===== config.mk =====
export PLATFORM = sky130hd
export DESIGN_NAME = cordic_output_buffer_flat
export DESIGN_NICKNAME = d
export VERILOG_FILES = /design/src/rtl/cordic_output_buffer_if.sv /design/src/rtl/cordic_output_buffer.sv /design/src/flat_wrapper.sv
export SDC_FILE = /design/constraint.sdc
export NUM_CORES = 1
export LEC_CHECK = 0
export ABC_AREA = 1
export CAP_MARGIN = 20
export CORE_ASPECT_RATIO = 1.1
export CORE_MARGIN = 10
export CORE_UTILIZATION = 54
export DETAILED_ROUTE_END_ITERATION = 7
export PLACE_DENSITY = 0.86
export SYNTH_ARGS = -nofsm -noshare
export SYNTH_HDL_FRONTEND = slang
export SYNTH_SLANG_ARGS = --single-unit
export TNS_END_PERCENT = 5

===== constraint.sdc =====
create_clock -name clk -period 3.15 [get_ports clk]
set_input_delay 0.315 -clock clk [delete_from_list [all_inputs] [get_ports clk]]
set_output_delay 0.315 -clock clk [all_outputs]
set_load 0.02 [all_outputs]

===== src/rtl/cordic_output_buffer_if.sv =====
// Bundled result and stream signals of the CORDIC output stage.
// The master side is the CORDIC core plus the consumer. The slave side is the buffer.
interface cordic_output_buffer_if #(
  parameter int DATA_WIDTH      = 16,
  parameter int FLIP_FLAG_WIDTH = 1,
  parameter int ADDR_WIDTH      = 2
);
  logic [DATA_WIDTH-1:0]      degree_out;
  logic [DATA_WIDTH-1:0]      x_out;
  logic [DATA_WIDTH-1:0]      y_out;
  logic [FLIP_FLAG_WIDTH-1:0] flip_out;
  logic                       arctan_en_out;
  logic                       valid_out;
  logic [2*DATA_WIDTH-1:0]    out_data;
  logic                       out_valid;
  logic                       out_ready;
  logic [ADDR_WIDTH:0]        fifo_count;
  logic                       overflow;
  logic                       overflow_clr;

  modport master (
    output degree_out, x_out, y_out, flip_out, arctan_en_out, valid_out,
    output out_ready, overflow_clr,
    input  out_data, out_valid, fifo_count, overflow
  );

  modport slave (
    input  degree_out, x_out, y_out, flip_out, arctan_en_out, valid_out,
    input  out_ready, overflow_clr,
    output out_data, out_valid, fifo_count, overflow
  );
endinterface


===== src/rtl/cordic_output_buffer.sv =====
// CORDIC output stage: quadrant-flip correction with saturation, packing into bus words,
// and a first-word-fall-through FIFO with a sticky overflow flag.
module cordic_output_buffer #(
  parameter int DATA_WIDTH      = 16,
  parameter int FLIP_FLAG_WIDTH = 1,
  parameter int FIFO_DEPTH      = 4,
  parameter int ADDR_WIDTH      = 2
) (
  input logic                   clk,
  input logic                   rst,
  cordic_output_buffer_if.slave bus
);

  localparam logic [DATA_WIDTH-1:0] MOST_NEG  = {1'b1, {(DATA_WIDTH-1){1'b0}}};
  localparam logic [DATA_WIDTH-1:0] MOST_POS  = {1'b0, {(DATA_WIDTH-1){1'b1}}};
  localparam logic [ADDR_WIDTH:0]   DEPTH_CNT = (ADDR_WIDTH+1)'(FIFO_DEPTH);

  // Two's-complement negate that clamps instead of wrapping at the most negative value.
  function automatic logic [DATA_WIDTH-1:0] sat_neg(input logic [DATA_WIDTH-1:0] v);
    return (v == MOST_NEG) ? MOST_POS : -v;
  endfunction

  logic [2*DATA_WIDTH-1:0] mem [FIFO_DEPTH];
  logic [ADDR_WIDTH-1:0]   wr_ptr;
  logic [ADDR_WIDTH-1:0]   rd_ptr;
  logic [ADDR_WIDTH:0]     count;
  logic                    full;
  logic                    not_empty;
  logic                    push;
  logic                    pop;
  logic                    drop;
  logic                    flip_x;
  logic                    flip_y;
  logic [DATA_WIDTH-1:0]   x_c;
  logic [DATA_WIDTH-1:0]   y_c;
  logic [2*DATA_WIDTH-1:0] word;

  assign flip_x = bus.flip_out[0];

  if (FLIP_FLAG_WIDTH > 1) begin : g_flip_y
    assign flip_y = bus.flip_out[1];
  end else begin : g_no_flip_y
    assign flip_y = 1'b0;
  end

  always_comb begin
    x_c  = flip_x ? sat_neg(bus.x_out) : bus.x_out;
    y_c  = flip_y ? sat_neg(bus.y_out) : bus.y_out;
    word = bus.arctan_en_out ? {{DATA_WIDTH{1'b0}}, bus.degree_out} : {y_c, x_c};
  end

  assign full      = (count == DEPTH_CNT);
  assign not_empty = (count != '0);
  assign pop       = not_empty && bus.out_ready;
  // A pop on a full FIFO frees the slot the incoming word takes on the same edge.
  assign push      = bus.valid_out && (!full || pop);
  assign drop      = bus.valid_out && !push;

  always_ff @(posedge clk or posedge rst) begin
    if (rst) begin
      wr_ptr <= '0;
      rd_ptr <= '0;
      count  <= '0;
    end else begin
      if (push) wr_ptr <= wr_ptr + ADDR_WIDTH'(1);
      if (pop)  rd_ptr <= rd_ptr + ADDR_WIDTH'(1);
      if (push && !pop)      count <= count + (ADDR_WIDTH+1)'(1);
      else if (pop && !push) count <= count - (ADDR_WIDTH+1)'(1);
    end
  end

  always_ff @(posedge clk or posedge rst) begin
    if (rst)                   bus.overflow <= 1'b0;
    else if (drop)             bus.overflow <= 1'b1;
    else if (bus.overflow_clr) bus.overflow <= 1'b0;
  end

  // Storage is not reset; stale entries are unreachable once the count is cleared.
  always_ff @(posedge clk) begin
    if (push) mem[wr_ptr] <= word;
  end

  assign bus.out_valid  = not_empty;
  assign bus.out_data   = not_empty ? mem[rd_ptr] : '0;
  assign bus.fifo_count = count;

endmodule


===== src/flat_wrapper.sv =====
// flat-port wrapper written by rule: the top's interface ports become plain ports
module cordic_output_buffer_flat 
#(
  parameter int DATA_WIDTH      = 16,
  parameter int FLIP_FLAG_WIDTH = 1,
  parameter int FIFO_DEPTH      = 4,
  parameter int ADDR_WIDTH      = 2
)
  (clk, rst, bus_degree_out, bus_x_out, bus_y_out, bus_flip_out, bus_arctan_en_out, bus_valid_out, bus_out_ready, bus_overflow_clr, bus_out_data, bus_out_valid, bus_fifo_count, bus_overflow);
  cordic_output_buffer_if #(.DATA_WIDTH(DATA_WIDTH), .FLIP_FLAG_WIDTH(FLIP_FLAG_WIDTH), .ADDR_WIDTH(ADDR_WIDTH)) bus_i ();
  input logic clk;
  input logic rst;
  input wire logic [$bits(bus_i.degree_out)-1:0] bus_degree_out;
  input wire logic [$bits(bus_i.x_out)-1:0] bus_x_out;
  input wire logic [$bits(bus_i.y_out)-1:0] bus_y_out;
  input wire logic [$bits(bus_i.flip_out)-1:0] bus_flip_out;
  input wire logic [$bits(bus_i.arctan_en_out)-1:0] bus_arctan_en_out;
  input wire logic [$bits(bus_i.valid_out)-1:0] bus_valid_out;
  input wire logic [$bits(bus_i.out_ready)-1:0] bus_out_ready;
  input wire logic [$bits(bus_i.overflow_clr)-1:0] bus_overflow_clr;
  output wire logic [$bits(bus_i.out_data)-1:0] bus_out_data;
  output wire logic [$bits(bus_i.out_valid)-1:0] bus_out_valid;
  output wire logic [$bits(bus_i.fifo_count)-1:0] bus_fifo_count;
  output wire logic [$bits(bus_i.overflow)-1:0] bus_overflow;
  assign bus_i.degree_out = bus_degree_out;
  assign bus_i.x_out = bus_x_out;
  assign bus_i.y_out = bus_y_out;
  assign bus_i.flip_out = bus_flip_out;
  assign bus_i.arctan_en_out = bus_arctan_en_out;
  assign bus_i.valid_out = bus_valid_out;
  assign bus_i.out_ready = bus_out_ready;
  assign bus_i.overflow_clr = bus_overflow_clr;
  assign bus_out_data = bus_i.out_data;
  assign bus_out_valid = bus_i.out_valid;
  assign bus_fifo_count = bus_i.fifo_count;
  assign bus_overflow = bus_i.overflow;
  cordic_output_buffer #(.DATA_WIDTH(DATA_WIDTH), .FLIP_FLAG_WIDTH(FLIP_FLAG_WIDTH), .FIFO_DEPTH(FIFO_DEPTH), .ADDR_WIDTH(ADDR_WIDTH)) u_core (.clk(clk), .rst(rst), .bus(bus_i));
endmodule

Yosys cells after proc, flatten, opt, wreduce, memory -nomap -nowiden
Memory sizes are Yosys's and may differ from the RTL's. Index checks and enable logic that the tools add are counted.

Bits in registers: 8. RAM bits: 128. Word-level logic and storage cells: 34. Memories: 1.

$add $sub $neg: 5. Equal/unequal tests: 2. Multiplexer cells: 10. Reductions and logical operators: 12.

Memories: u_core.mem (words 4, width 32, read ports 1, clocked after memory_dff 0, write ports 1, RTL line cordic_output_buffer.sv:23) `logic [2*DATA_WIDTH-1:0] mem [FIFO_DEPTH];`.

Operators by type and width (number): 32-bit two-way mux (2); 16-bit two-way mux (2); 16-bit == test, second input constant (1); 16-bit negation (1); 3-bit two-way mux (2); 1-bit logical AND (5); 2-bit by 1-bit adder with 2-bit output, second input constant (2); 1-bit two-way mux (4); 2-bit nonzero test (2); 3-bit by 1-bit adder with 3-bit output, second input constant (1); 3-bit == test, second input constant (1); 1-bit zero test (3); 3-bit nonzero test (1); 3-bit by 1-bit subtractor with 3-bit output, second input constant (1); 1-bit logical OR (1).

Logic depth before layout (Yosys ltp)
Depth in word-level cells: 8. Mapped depth: 11. Gate-level depth less buffers: 11.

Worst setup path after synthesis
OpenSTA, ideal clock, no wires.

Path kind: reg-to-reg. From: register u_core.count[0], in the netlist u_core.bus.fifo_count[0]. To: memory u_core.mem[0][0] (netlist bit), enable pin. Setup time: 0.421 ns. Arrival time: 2.202 ns. Required time: 2.729 ns. Setup slack: 0.527 ns. Stages on the path, launching flop included: 5. Period minus slack after synthesis: 2.623 ns. Path through: dfrtp_1 > nor2_1 > nand3_1 > nand2_1 > nor2_1.

Cells in the longest elaborated chain, start to end: 6. Elaborated cells between the ends (all ways): 8.

Ends and longest elaborated chain: from (decl) (RTL line cordic_output_buffer.sv:26) `logic [ADDR_WIDTH:0] count;`; from (signal assigned) (RTL line cordic_output_buffer.sv:67) `if (push && !pop) count <= count + (ADDR_WIDTH+1)'(1);`; from (signal assigned) (RTL line cordic_output_buffer.sv:68) `else if (pop && !push) count <= count - (ADDR_WIDTH+1)'(1);`; 3-bit == test or 3-bit nonzero test (tied branches) (RTL line cordic_output_buffer.sv:52, cordic_output_buffer.sv:53); 1-bit zero test or 1-bit logical AND (tied branches) (RTL line cordic_output_buffer.sv:56, cordic_output_buffer.sv:54); 1-bit logical OR (*) (RTL line cordic_output_buffer.sv:56) `assign push = bus.valid_out && (!full || pop);`; 1-bit logical AND (*) (RTL line cordic_output_buffer.sv:56); 1-bit two-way mux (*) (RTL line cordic_output_buffer.sv:80) `if (push) mem[wr_ptr] <= word;`; 1-bit two-way mux (not written as such) (*) (RTL line cordic_output_buffer.sv:80); to (decl) (RTL line cordic_output_buffer.sv:23).

Mark *: on every way between the ends. The rest lies on a longest branch, timed or not.

Final worst setup path
From: register u_core.rd_ptr[0]. To: output bus_out_data[19].

Cells in the longest elaborated chain, start to end: 2.

Ends and longest elaborated chain: from (decl) (RTL line cordic_output_buffer.sv:25) `logic [ADDR_WIDTH-1:0] rd_ptr;`; from (signal assigned) (RTL line cordic_output_buffer.sv:66) `if (pop) rd_ptr <= rd_ptr + ADDR_WIDTH'(1);`; memory read 4 x 32 bit; 32-bit two-way mux (RTL line cordic_output_buffer.sv:84) `assign bus.out_data = not_empty ? mem[rd_ptr] : '0;`; to (decl) (RTL line flat_wrapper.sv:21) `output wire logic [$bits(bus_i.out_data)-1:0] bus_out_data;`.

Every way passes these cells.

==> flow_metrics.env <==
export IMPL_grt_pass1_vias=4832
export IMPL_io_buffers=91
export IMPL_nets=763
export IMPL_ctsResizeCount=0
export IMPL_rsz0062_at_grt="no"
export IMPL_crit_path_frequent_cell="nor2_1"
export IMPL_leakagePower_nw=3.02
export IMPL_critPathMaxStageDelay_ns=0.65
export IMPL_seq_area_frac_synth_pct=65.0
export IMPL_clockRootBuffer="clkbuf_16"
export IMPL_vias_per_cell=5.44
export IMPL_async_flop_share_pct=5.88
export IMPL_die_y_microns=133
export IMPL_synthTopCellsByArea="edfxtp_1, nor2_1, dfrtp_1"
export IMPL_ys_ff_latch=136
export IMPL_drive_gt1_share_pct=10.2
export IMPL_synth_edf_count=128
export IMPL_irDropWorstVdd_mv=0.527
export IMPL_syn_nets=669
export IMPL_die_w_microns=122
export IMPL_avgRoutedWirePerCell_microns=17.8
export IMPL_synthXorXnorAreaFrac_pct=1.69
export IMPL_required_ns=2.83
export IMPL_synth_top_family_by_area="simple AND/OR/NAND/NOR gates"
export IMPL_synth_common_cells="nor2_1, edfxtp_1, inv_1"
export IMPL_start_util_pct=54.6
export IMPL_fin_hold_ws_ns=0.165
export IMPL_grt_max_degree=67
export IMPL_cp_startpoint="u_core.rd_ptr[0]"
export IMPL_finalHoldViolations=0
export IMPL_drt_initial_drc_count=417
export IMPL_synthDistinctLibCells=30
export IMPL_synth_simple_area_share_pct=16.0
export IMPL_synth_area_sq_um=6220
export IMPL_n_antenna_cell=0
export IMPL_r2r_end="u_core.bus.fifo_count[2]"
export IMPL_gp_congestion=0.875
export IMPL_crit_fanout=66
export IMPL_r2r_start="u_core.bus.fifo_count[0]"
export IMPL_place_detailed_hpwl_microns=9770
export IMPL_startpoint_type="register"
export IMPL_drtAntennaViolNets=0
export IMPL_ys_flop_type="edfxtp_1"
export IMPL_finClkSkew_ns=0.00530
export IMPL_dp_cells=832
export IMPL_hold_class="primary input to asynchronous set/reset pin"
export IMPL_final_cells=863
export IMPL_synthCells=607
export IMPL_die_area_sq_um=16200
export IMPL_ioPinCount=92
export IMPL_critical_path_cell_chain="buf_4 -> nor2_1 -> nor2_1 -> o21ai_1 -> a21oi_1 -> clkdlybuf4s50_1"
export IMPL_finalCritPeriodShare_pct=95.6
export IMPL_slew_headroom_pct=54.2
export IMPL_worst_path_max_delay_cell="clkdlybuf4s50_1"
export IMPL_cts_tree="done"
export IMPL_hold_buffers=0
export IMPL_dr_pass1_iters=4
export IMPL_cts_sinks=136
export IMPL_yosysMostFrequentCell="nor2_1"
export IMPL_synth_area_leader_cell="edfxtp_1"
export IMPL_outcome="finished, final reports clean"
export IMPL_vias=4691
export IMPL_area_growth_pct=28.4
export IMPL_drc_errors=0
export IMPL_synth_top_cell_area_share_pct=61.8
export IMPL_cts_htree_levels=4
export IMPL_arrival_ns=2.70
export IMPL_fmax_mhz=332
export IMPL_synth_compound_area_share_pct=10.2
export IMPL_rows=41
export IMPL_end_kind="output port"
export IMPL_reg2reg_depth=11
export IMPL_finalSetupViolations=0
export IMPL_clkTransAtPathRegs_ns=0.05
export IMPL_worstSetupPathType="register to output port"
export IMPL_core_sq_um=11400
export IMPL_layout_min_cycle_time_ns=3.01
export IMPL_grt_overflow=0
export IMPL_rrSetupSlack_ns=0.60
export IMPL_post_route_util_pct=70.2
export IMPL_drv_cap=0
export IMPL_synthAdderAreaFrac_pct=1.53
export IMPL_ys_warn_count=0
export IMPL_cts_setup_buffers=0
export IMPL_synth_mux_area_share_pct=0.181
export IMPL_antenna_found_initial=0
export IMPL_cts_made_buffers=17
export IMPL_clk_latency_ns=0.41
export IMPL_drv_slew=0
export IMPL_tns_ns=0
export IMPL_grt_usage_pct=19.4
export IMPL_grt_pass1_wl_microns=24400
export IMPL_max_slew_worst_pin_slew_ns=0.687
export IMPL_cts_buffer_depth=2
export IMPL_drt_wl_total_microns=15400
export IMPL_post_synth_cell_area_avg_sq_um=10.3
export IMPL_p_per_area_nw_per_um2=1010
worst max-delay path: cells and delay by family, from the launching register on:
family	cells	cell delay (ns)
buffers and inverters	2	1.21
AO/OA/AOI/OAI	2	0.32
flip-flops	1	0.36
AND/OR/NAND/NOR	2	0.36
through the flow:
step / total power [mW] / instance area (sq um) / setup WS (ns)
final: 8.04 / 7990 / 0.140
after global routing: 8.45 / 7990 / 0.00255
after CTS: 8.08 / 7990 / 0.159
after detailed placement: 5.88 / 7340 / 0.484
after global placement: 5.76 / 7340 / 0.674
after floorplan: 4.45 / 6220 / 0.527
power by group:
part	internal, mW	switching, mW
sequential	2.41	0.118
clock	1.47	0.702
combinational	1.29	2.05
flip-flops by register name, indices dropped and copies added, names as in the netlist:
| signal | count |
|---|---|
| u_core.bus.fifo_count | 3 |
| u_core.bus.overflow | 1 |
| u_core.mem | 128 |
| u_core.rd_ptr | 2 |
| u_core.wr_ptr | 2 |
logic make-up after synthesis:
kind of cell | after synthesis
flip-flops | 136
adder cells (fa/ha/maj) | 7
buffers and inverters | 83
AO/OA/AOI/OAI | 119
multiplexers | 1
AND/OR/NAND/NOR | 249
XOR/XNOR | 12
final cells by class:
| type | instances | area [sq um] |
|---|---|---|
| fillers | 795 | 3400 |
| well taps | 150 | 188 |
| clock inverters | 14 | 229 |
| inverters | 54 | 203 |
| repair buffers | 104 | 1030 |
| clock buffers | 17 | 425 |
| flip-flops and latches | 136 | 4050 |
| multi-input cells | 388 | 1870 |
routing by layer:
metal  up-vias  wire (microns)  GRT usage [%]
met1      2214            6070           22.4
met2       224            7630           31.9
met4         0             276           8.58
met3        25            1390           6.55
li1       2228               -              -
met5         -               0              0
layout by cell type (no fill, tap or decap), drive strengths merged, types with 2 or more instances in the layout:
master | netlist | layout
clkdlybuf4s50 | 0 | 91
nor2 | 184 | 184
nand2 | 47 | 47
buf | 16 | 13
bufinv | 0 | 6
nand3 | 15 | 15
o21ai | 75 | 75
a21oi | 40 | 40
inv | 54 | 55
dfrtp | 8 | 8
clkbuf | 13 | 17
clkinv | 0 | 6
xor2 | 8 | 8
o22ai | 3 | 3
nand4 | 2 | 2
ha | 6 | 6
xnor2 | 4 | 4
edfxtp | 128 | 128
worst max-delay path by stage:
stage                               endpoint  slack [ns]
detailed placement  u_core.bus.fifo_count[2]        0.48
floorplan                   u_core.mem[0][0]        0.53
global route                 bus_out_data[1]       0.003
finish                      bus_out_data[19]        0.14
global placement    u_core.bus.fifo_count[2]        0.67
CTS                          bus_out_data[1]        0.16
(Power assumes the default switching activity.)
